===== src/rtl/eth_rx_pkg.sv =====
// rtl/eth_rx_pkg.sv - shared types and constants for the RGMII receive packer
package eth_rx_pkg;

    typedef enum logic [1:0] {
        SPEED_1G   = 2'b00,
        SPEED_100M = 2'b01,
        SPEED_10M  = 2'b10
    } link_speed_e;

    typedef enum logic [2:0] {
        IDLE,
        PREAMBLE,
        DATA,
        DISCARD,
        DROP,
        TERM
    } rx_state_e;

    localparam logic [7:0] ETH_PREAMBLE_BYTE = 8'h55;
    localparam logic [7:0] ETH_SFD_BYTE      = 8'hD5;

    function automatic logic [31:0] sat_inc(input logic [31:0] v);
        return (v == 32'hFFFF_FFFF) ? v : v + 32'd1;
    endfunction

endpackage


===== src/rtl/eth_rx_sync_fifo.sv =====
// rtl/eth_rx_sync_fifo.sv - single-clock first-word-fall-through FIFO
module eth_rx_sync_fifo #(
    parameter int WIDTH = 38,
    parameter int DEPTH = 16
) (
    input  logic             clk,
    input  logic             reset,
    input  logic             wr_en,
    input  logic [WIDTH-1:0] wr_data,
    output logic             wr_ready,
    output logic             rd_valid,
    output logic [WIDTH-1:0] rd_data,
    input  logic             rd_en
);

    localparam int AW = $clog2(DEPTH);
    localparam logic [AW:0] FULL_CNT = (AW+1)'(DEPTH);

    logic [WIDTH-1:0] mem [DEPTH];
    logic [AW-1:0]    wr_ptr;
    logic [AW-1:0]    rd_ptr;
    logic [AW:0]      count;
    logic             do_wr;
    logic             do_rd;

    assign rd_valid = (count != '0);
    assign do_rd    = rd_en && rd_valid;
    // A pop in the same cycle frees the slot, so a full FIFO still accepts a write.
    assign wr_ready = (count != FULL_CNT) || do_rd;
    assign do_wr    = wr_en && wr_ready;
    assign rd_data  = rd_valid ? mem[rd_ptr] : '0;

    always_ff @(posedge clk) begin
        if (do_wr) begin
            mem[wr_ptr] <= wr_data;
        end
    end

    always_ff @(posedge clk or posedge reset) begin
        if (reset) begin
            wr_ptr <= '0;
            rd_ptr <= '0;
            count  <= '0;
        end else begin
            if (do_wr) begin
                wr_ptr <= wr_ptr + AW'(1);
            end
            if (do_rd) begin
                rd_ptr <= rd_ptr + AW'(1);
            end
            if (do_wr && !do_rd) begin
                count <= count + (AW+1)'(1);
            end else if (do_rd && !do_wr) begin
                count <= count - (AW+1)'(1);
            end
        end
    end

endmodule


===== src/rtl/eth_rx_axis_packer.sv =====
// rtl/eth_rx_axis_packer.sv - RGMII receive framer packing bytes into an AXI-Stream
// Optional frame statistics outputs are enabled by ETH_RX_STATS_EN.
module eth_rx_axis_packer
    import eth_rx_pkg::*;
#(
    parameter int DATA_WIDTH = 32,
    parameter int FIFO_DEPTH = 16
) (
    input  logic                    clk_125,
    input  logic                    reset,
    input  logic [1:0]              link_speed,
    input  logic                    rx_ce,
    input  logic [3:0]              rxd_rise,
    input  logic [3:0]              rxd_fall,
    input  logic                    rx_ctl_rise,
    input  logic                    rx_ctl_fall,
    output logic [DATA_WIDTH-1:0]   m_axis_tdata,
    output logic [DATA_WIDTH/8-1:0] m_axis_tkeep,
    output logic                    m_axis_tvalid,
    input  logic                    m_axis_tready,
    output logic                    m_axis_tlast,
    output logic                    m_axis_tuser
`ifdef ETH_RX_STATS_EN
    ,
    output logic [31:0]             stat_frames_ok,
    output logic [31:0]             stat_frames_bad,
    output logic [31:0]             stat_frames_dropped
`endif
);

    localparam int KEEP_WIDTH = DATA_WIDTH / 8;
    localparam int CNT_W      = $clog2(KEEP_WIDTH + 1);
    localparam int FIFO_W     = DATA_WIDTH + KEEP_WIDTH + 2;

    logic                  is_1g;
    logic                  smp_dv;
    logic                  smp_er;
    logic                  nib_phase;
    logic [3:0]            nib_lo;
    logic                  dv_q;
    logic                  cur_dv;
    logic                  byte_stb;
    logic                  dv_low;
    logic                  er_stb;
    logic [7:0]            rx_byte;

    rx_state_e             state;
    logic [DATA_WIDTH-1:0] pack_data;
    logic [DATA_WIDTH-1:0] pack_next;
    logic [CNT_W-1:0]      pack_cnt;
    logic [KEEP_WIDTH-1:0] part_keep;
    logic [DATA_WIDTH-1:0] pend_data;
    logic                  pend_valid;
    logic                  frame_er;
    logic                  frame_bad;

    logic                  push_req;
    logic [DATA_WIDTH-1:0] push_data;
    logic [KEEP_WIDTH-1:0] push_keep;
    logic                  push_last;
    logic                  push_user;
    logic                  fifo_wr_ready;
    logic                  drop_now;
    logic [FIFO_W-1:0]     fifo_rd_data;

    assign is_1g    = (link_speed == SPEED_1G);
    assign smp_dv   = rx_ctl_rise;
    assign smp_er   = rx_ctl_rise ^ rx_ctl_fall;
    assign byte_stb = rx_ce && smp_dv && (is_1g || nib_phase);
    assign dv_low   = rx_ce && !smp_dv;
    assign er_stb   = rx_ce && smp_dv && smp_er;
    assign rx_byte  = is_1g ? {rxd_fall, rxd_rise} : {rxd_rise, nib_lo};
    assign cur_dv   = rx_ce ? smp_dv : dv_q;

    // 10/100 nibble pairing: low nibble arrives first, phase restarts whenever DV drops.
    always_ff @(posedge clk_125 or posedge reset) begin
        if (reset) begin
            nib_phase <= 1'b0;
            nib_lo    <= '0;
            dv_q      <= 1'b0;
        end else if (rx_ce) begin
            dv_q <= smp_dv;
            if (!smp_dv || is_1g) begin
                nib_phase <= 1'b0;
            end else begin
                nib_phase <= !nib_phase;
                if (!nib_phase) begin
                    nib_lo <= rxd_rise;
                end
            end
        end
    end

    always_comb begin
        pack_next = pack_data;
        pack_next[{pack_cnt, 3'b000} +: 8] = rx_byte;
        part_keep = '0;
        for (int i = 0; i < KEEP_WIDTH; i++) begin
            part_keep[i] = (CNT_W'(i) < pack_cnt);
        end
    end

    // A trailing unpaired nibble at 10/100 marks the frame bad.
    assign frame_bad = frame_er || (!is_1g && nib_phase);

    always_comb begin
        push_req  = 1'b0;
        push_data = pend_data;
        push_keep = '1;
        push_last = 1'b0;
        push_user = 1'b0;
        case (state)
            DATA: begin
                if (byte_stb && pend_valid) begin
                    push_req = 1'b1;
                end else if (dv_low) begin
                    if (pend_valid) begin
                        push_req  = 1'b1;
                        push_last = 1'b1;
                        push_user = frame_bad;
                    end else if (pack_cnt != '0) begin
                        push_req  = 1'b1;
                        push_data = pack_data;
                        push_keep = part_keep;
                        push_last = 1'b1;
                        push_user = frame_bad;
                    end
                end
            end
            TERM: begin
                push_req  = 1'b1;
                push_data = '0;
                push_keep = '0;
                push_last = 1'b1;
                push_user = 1'b1;
            end
            default: begin
                push_req = 1'b0;
            end
        endcase
    end

    assign drop_now = (state == DATA) && push_req && !fifo_wr_ready;

    always_ff @(posedge clk_125 or posedge reset) begin
        if (reset) begin
            state      <= IDLE;
            pack_data  <= '0;
            pack_cnt   <= '0;
            pend_data  <= '0;
            pend_valid <= 1'b0;
            frame_er   <= 1'b0;
        end else begin
            case (state)
                IDLE: begin
                    if (byte_stb) begin
                        state <= (rx_byte == ETH_PREAMBLE_BYTE) ? PREAMBLE : DISCARD;
                    end
                end
                PREAMBLE: begin
                    if (dv_low) begin
                        state <= IDLE;
                    end else if (byte_stb) begin
                        if (rx_byte == ETH_SFD_BYTE) begin
                            state      <= DATA;
                            pack_data  <= '0;
                            pack_cnt   <= '0;
                            pend_valid <= 1'b0;
                            frame_er   <= 1'b0;
                        end else if (rx_byte != ETH_PREAMBLE_BYTE) begin
                            state <= DISCARD;
                        end
                    end
                end
                DATA: begin
                    if (er_stb) begin
                        frame_er <= 1'b1;
                    end
                    if (drop_now || dv_low) begin
                        state      <= drop_now ? DROP : IDLE;
                        pack_data  <= '0;
                        pack_cnt   <= '0;
                        pend_valid <= 1'b0;
                    end else if (byte_stb) begin
                        if (pack_cnt == CNT_W'(KEEP_WIDTH - 1)) begin
                            pend_data  <= pack_next;
                            pend_valid <= 1'b1;
                            pack_data  <= '0;
                            pack_cnt   <= '0;
                        end else begin
                            pack_data  <= pack_next;
                            pack_cnt   <= pack_cnt + CNT_W'(1);
                            pend_valid <= 1'b0;
                        end
                    end
                end
                DISCARD: begin
                    if (dv_low) begin
                        state <= IDLE;
                    end
                end
                DROP: begin
                    if (dv_low) begin
                        state <= TERM;
                    end
                end
                TERM: begin
                    if (fifo_wr_ready) begin
                        state <= cur_dv ? DISCARD : IDLE;
                    end
                end
                default: begin
                    state <= IDLE;
                end
            endcase
        end
    end

    eth_rx_sync_fifo #(
        .WIDTH (FIFO_W),
        .DEPTH (FIFO_DEPTH)
    ) u_fifo (
        .clk      (clk_125),
        .reset    (reset),
        .wr_en    (push_req),
        .wr_data  ({push_user, push_last, push_keep, push_data}),
        .wr_ready (fifo_wr_ready),
        .rd_valid (m_axis_tvalid),
        .rd_data  (fifo_rd_data),
        .rd_en    (m_axis_tready)
    );

    assign m_axis_tdata = fifo_rd_data[DATA_WIDTH-1:0];
    assign m_axis_tkeep = fifo_rd_data[DATA_WIDTH +: KEEP_WIDTH];
    assign m_axis_tlast = fifo_rd_data[FIFO_W-2];
    assign m_axis_tuser = fifo_rd_data[FIFO_W-1];

`ifdef ETH_RX_STATS_EN
    logic fifo_wr;
    assign fifo_wr = push_req && fifo_wr_ready;

    always_ff @(posedge clk_125 or posedge reset) begin
        if (reset) begin
            stat_frames_ok      <= '0;
            stat_frames_bad     <= '0;
            stat_frames_dropped <= '0;
        end else begin
            if (fifo_wr && push_last) begin
                if (push_user) begin
                    stat_frames_bad <= sat_inc(stat_frames_bad);
                end else begin
                    stat_frames_ok <= sat_inc(stat_frames_ok);
                end
            end
            if (drop_now) begin
                stat_frames_dropped <= sat_inc(stat_frames_dropped);
            end
        end
    end
`endif

endmodule


===== config.mk =====
export PLATFORM = sky130hd
export DESIGN_NAME = eth_rx_axis_packer
export DESIGN_NICKNAME = d
export VERILOG_FILES = /design/src/rtl/eth_rx_pkg.sv /design/src/rtl/eth_rx_sync_fifo.sv /design/src/rtl/eth_rx_axis_packer.sv
export SDC_FILE = /design/constraint.sdc
export NUM_CORES = 1
export LEC_CHECK = 0
export BUFFER_PORTS_ARGS = -buffer_cell sky130_fd_sc_hd__buf_4
export CAP_MARGIN = 20
export CORE_AREA = 2 2 228 230
export CTS_CLUSTER_SIZE = 12
export DETAILED_ROUTE_END_ITERATION = 6
export DIE_AREA = 0 0 230 232
export PLACE_DENSITY = 0.72
export SLEW_MARGIN = 40
export SYNTH_ARGS = -nofsm -noshare
export SYNTH_HDL_FRONTEND = slang
export SYNTH_SLANG_ARGS = --single-unit

===== constraint.sdc =====
create_clock -name clk_125 -period 4.7 [get_ports clk_125]
set_clock_uncertainty 0.15 [all_clocks]
set_input_delay 0.47 -clock clk_125 [delete_from_list [all_inputs] [get_ports clk_125]]
set_output_delay 0.47 -clock clk_125 [all_outputs]
set_load 0.1 [all_outputs]

==> results.ini <==
[synth]
ys.flop_type=edfxtp_1
yosys_warnings=0
ys_ff_latch=699
synth_top_area_share_pct=64.8
synthTopCellsByArea=edfxtp_1, mux4_2, dfrtp_1
ys_seq_area_share_pct=72.9
synth_nets=1509
synth_edf_count=608
netlist_instances=1475
synth.distinct_cells=54
syn_area_per_cell_um2=19.1
synthArstFlopShare_pct=13.0
synth_area_um2=28200
synth_top_cell_by_area=edfxtp_1

[route]
antenna_left=0
wirelength_um=62500
vias=14500
vias_per_cell=6.27
firstDrtPassIters=5
dr.first_iter.drc_count=1859
routed_wire_length_per_instance_um=26.9
drc=0

[cells_and_area]
layout_common_cells=edfxtp_1, mux4_2, nand2_1
n_antenna_cell=0
finalNonFillerCells=2320
fill_cells=3485
fin_nets=1636
layout_commonest_cell=edfxtp_1
drive_gt1_share_pct=28.6
area_delta_synth_final_pct=13.6

[timing]
setup_viol=0
setup_tns_ns=0
hold_violations=0
finalCriticalPeriod_ns=4.00
fmax_mhz=250
slew_headroom_pct=42.1
fin_ws_ns=0.696
drv_slew=0
tightest_slew_ns=0.862
grt_setup_unrepaired=false
period_share_pct=85.2

[place]
io_buffers=54
hpwl_um=38300
placedCellCount=2207
pre_cts_slack_ns=1.16
place_congestion=0.815

[critical_path]
startpoint=u_fifo.rd_ptr[0]$_DFFE_PP0P_
slowest_delay_ns=0.80
cp_slowest_cell=dfrtp_4
cp_data_arrival_time_ns=3.38
end_kind=primary output
cp_top_family=multiplexers
worstPathRequired_ns=4.08
reg2reg_from=pack_cnt[0]$_DFFE_PP0P_
path_buf_inv=2
critPathKind=register to primary output
path_common_cell=mux4_2
crit_fanout=36
r2r_slack_ns=1.14
crit_chain=buf_12 -> mux4_2 -> mux4_2 -> and2_1 -> buf_4
crit_path_start_kind=register

[clock_tree]
cts_tree=built
ctsResizeCount=0
clk_path_buf_depth=3
cts.clk_slew.worst_paths_ns=0.06
insertion_delay_ns=0.59
h-tree-depth=3
cts_sinks=699
cts_buffers=70
cts_root_buf=clkbuf_16

[global_route]
grt_pass1_vias=14600
grt_max_degree=68
grt_use_total_pct=24.2
antenna_found_initial=2
grt-ovfl-total=0
grt_pass1_wl_um=95000

[power_and_ir_drop]
power_density_nw_per_um2=541
peakVddDrop_mv=0.377
p_leak_nw=9.84

[die]
coreArea_um2=50900
die-height_um=232
ios=55
row_count=83
die_x_um=230
dieArea_um2=53400
start_util_pct=55.3

[worst_hold_path]
hold_path_startpoint=rxd_rise[2]
hp-class=input port to register

[status]
status=complete, no violations

[job]
cap_violations=0

==> kinds of logic (layout without fill, tap and decap cells) <==
logic type	after synthesis	in the layout	synth area share [%]
AND/OR/NAND/NOR	272	272	4.50
adder cells (fa/ha/maj)	18	18	0.826
buffers and inverters	100	265	1.66
flip-flops	699	699	72.9
multiplexers	206	206	15.8
XOR/XNOR	11	11	0.342
AO/OA/AOI/OAI	169	169	3.98
==> final timing paths <==
kind	end	cells past startpoint
min	nib_lo[2]$_DFFE_PP0P_	2
max reg2reg	u_fifo.mem[11][27]$_DFFE_PP_	11
max in group asynchronous	pend_data[6]$_DFFE_PP0P_	4
min reg2reg	pend_data[3]$_DFFE_PP0P_	2
max	m_axis_tkeep[3]	5
min in group asynchronous	u_fifo.count[3]$_DFFE_PP0P_	3
==> Yosys cell counts (all sizes together) (2+ instances only) <==
library cell / instances
nor2b: 4
nand2: 129
mux2i: 11
clkbuf: 50
nand4: 2
a21o: 6
dfrtp: 91
nand3: 8
edfxtp: 608
buf: 33
o22ai: 5
xnor2: 8
a21oi: 43
a32o: 2
mux2: 5
nor2: 57
xor2: 3
o2bb2ai: 32
nor3b: 2
nor3: 12
nand2b: 8
a31oi: 2
mux4: 190
inv: 17
ha: 17
and2: 40
o21ai: 73
==> layer usage <==
metal  up-vias  part of all wire (%)  GRT usage [%]
met5         -                 0.021              0
met4         2                   1.6           6.19
met3        75                   7.6           3.06
met2       630                    47           36.3
met1      7688                    44           38.3
li1       6151                     -              -
==> report_power, final <==
group	switching, W	internal, W	total, W
clock network	0.00216	0.00286	0.00502
logic	0.00325	0.00186	0.00511
registers	0.000371	0.00680	0.00717
total	0.00578	0.0115	0.0173
==> stage by stage <==
| stage | area, µm² | utilization, % | hold WS [ns] | total power (W) |
|---|---|---|---|---|
| floorplan | 28200 | - | 0.298 | 0.0112 |
| global placement | 29900 | 58.7 | 0.310 | 0.0124 |
| detailed placement | 30000 | 58.9 | 0.317 | 0.0125 |
| CTS | 32000 | 62.8 | 0.00445 | 0.0174 |
| global route | 32000 | 62.9 | 0.0121 | 0.0179 |
| finish | 32000 | 62.9 | 0.0224 | 0.0173 |
==> sequential cells by signal, indices dropped and copies added (netlist names) <==
signal         count
frame_er           1
u_fifo.wr_ptr      4
nib_phase          1
u_fifo.rd_ptr      4
pack_cnt           3
nib_lo             4
state              3
u_fifo.mem       608
pack_data         32
pend_data         32
dv_q               1
u_fifo.count       5
pend_valid         1
==> layout make-up <==
type	instances	area (µm²)	area share, %
repair buffers	138	1160	3.64
clock inverters	7	26.3	0.0821
flip-flops and latches	699	20500	64.2
inverters	17	68.8	0.215
multi-input cells	676	7370	23.0
clock buffers	103	1960	6.13
well taps	680	851	2.66
==> repair_timing <==
action	CTS	global route
hold buffers	3	0
endpoints found under the hold margin	49	0
setup buffers	0	0
Note: power is estimated with default switching activity, not from simulation.
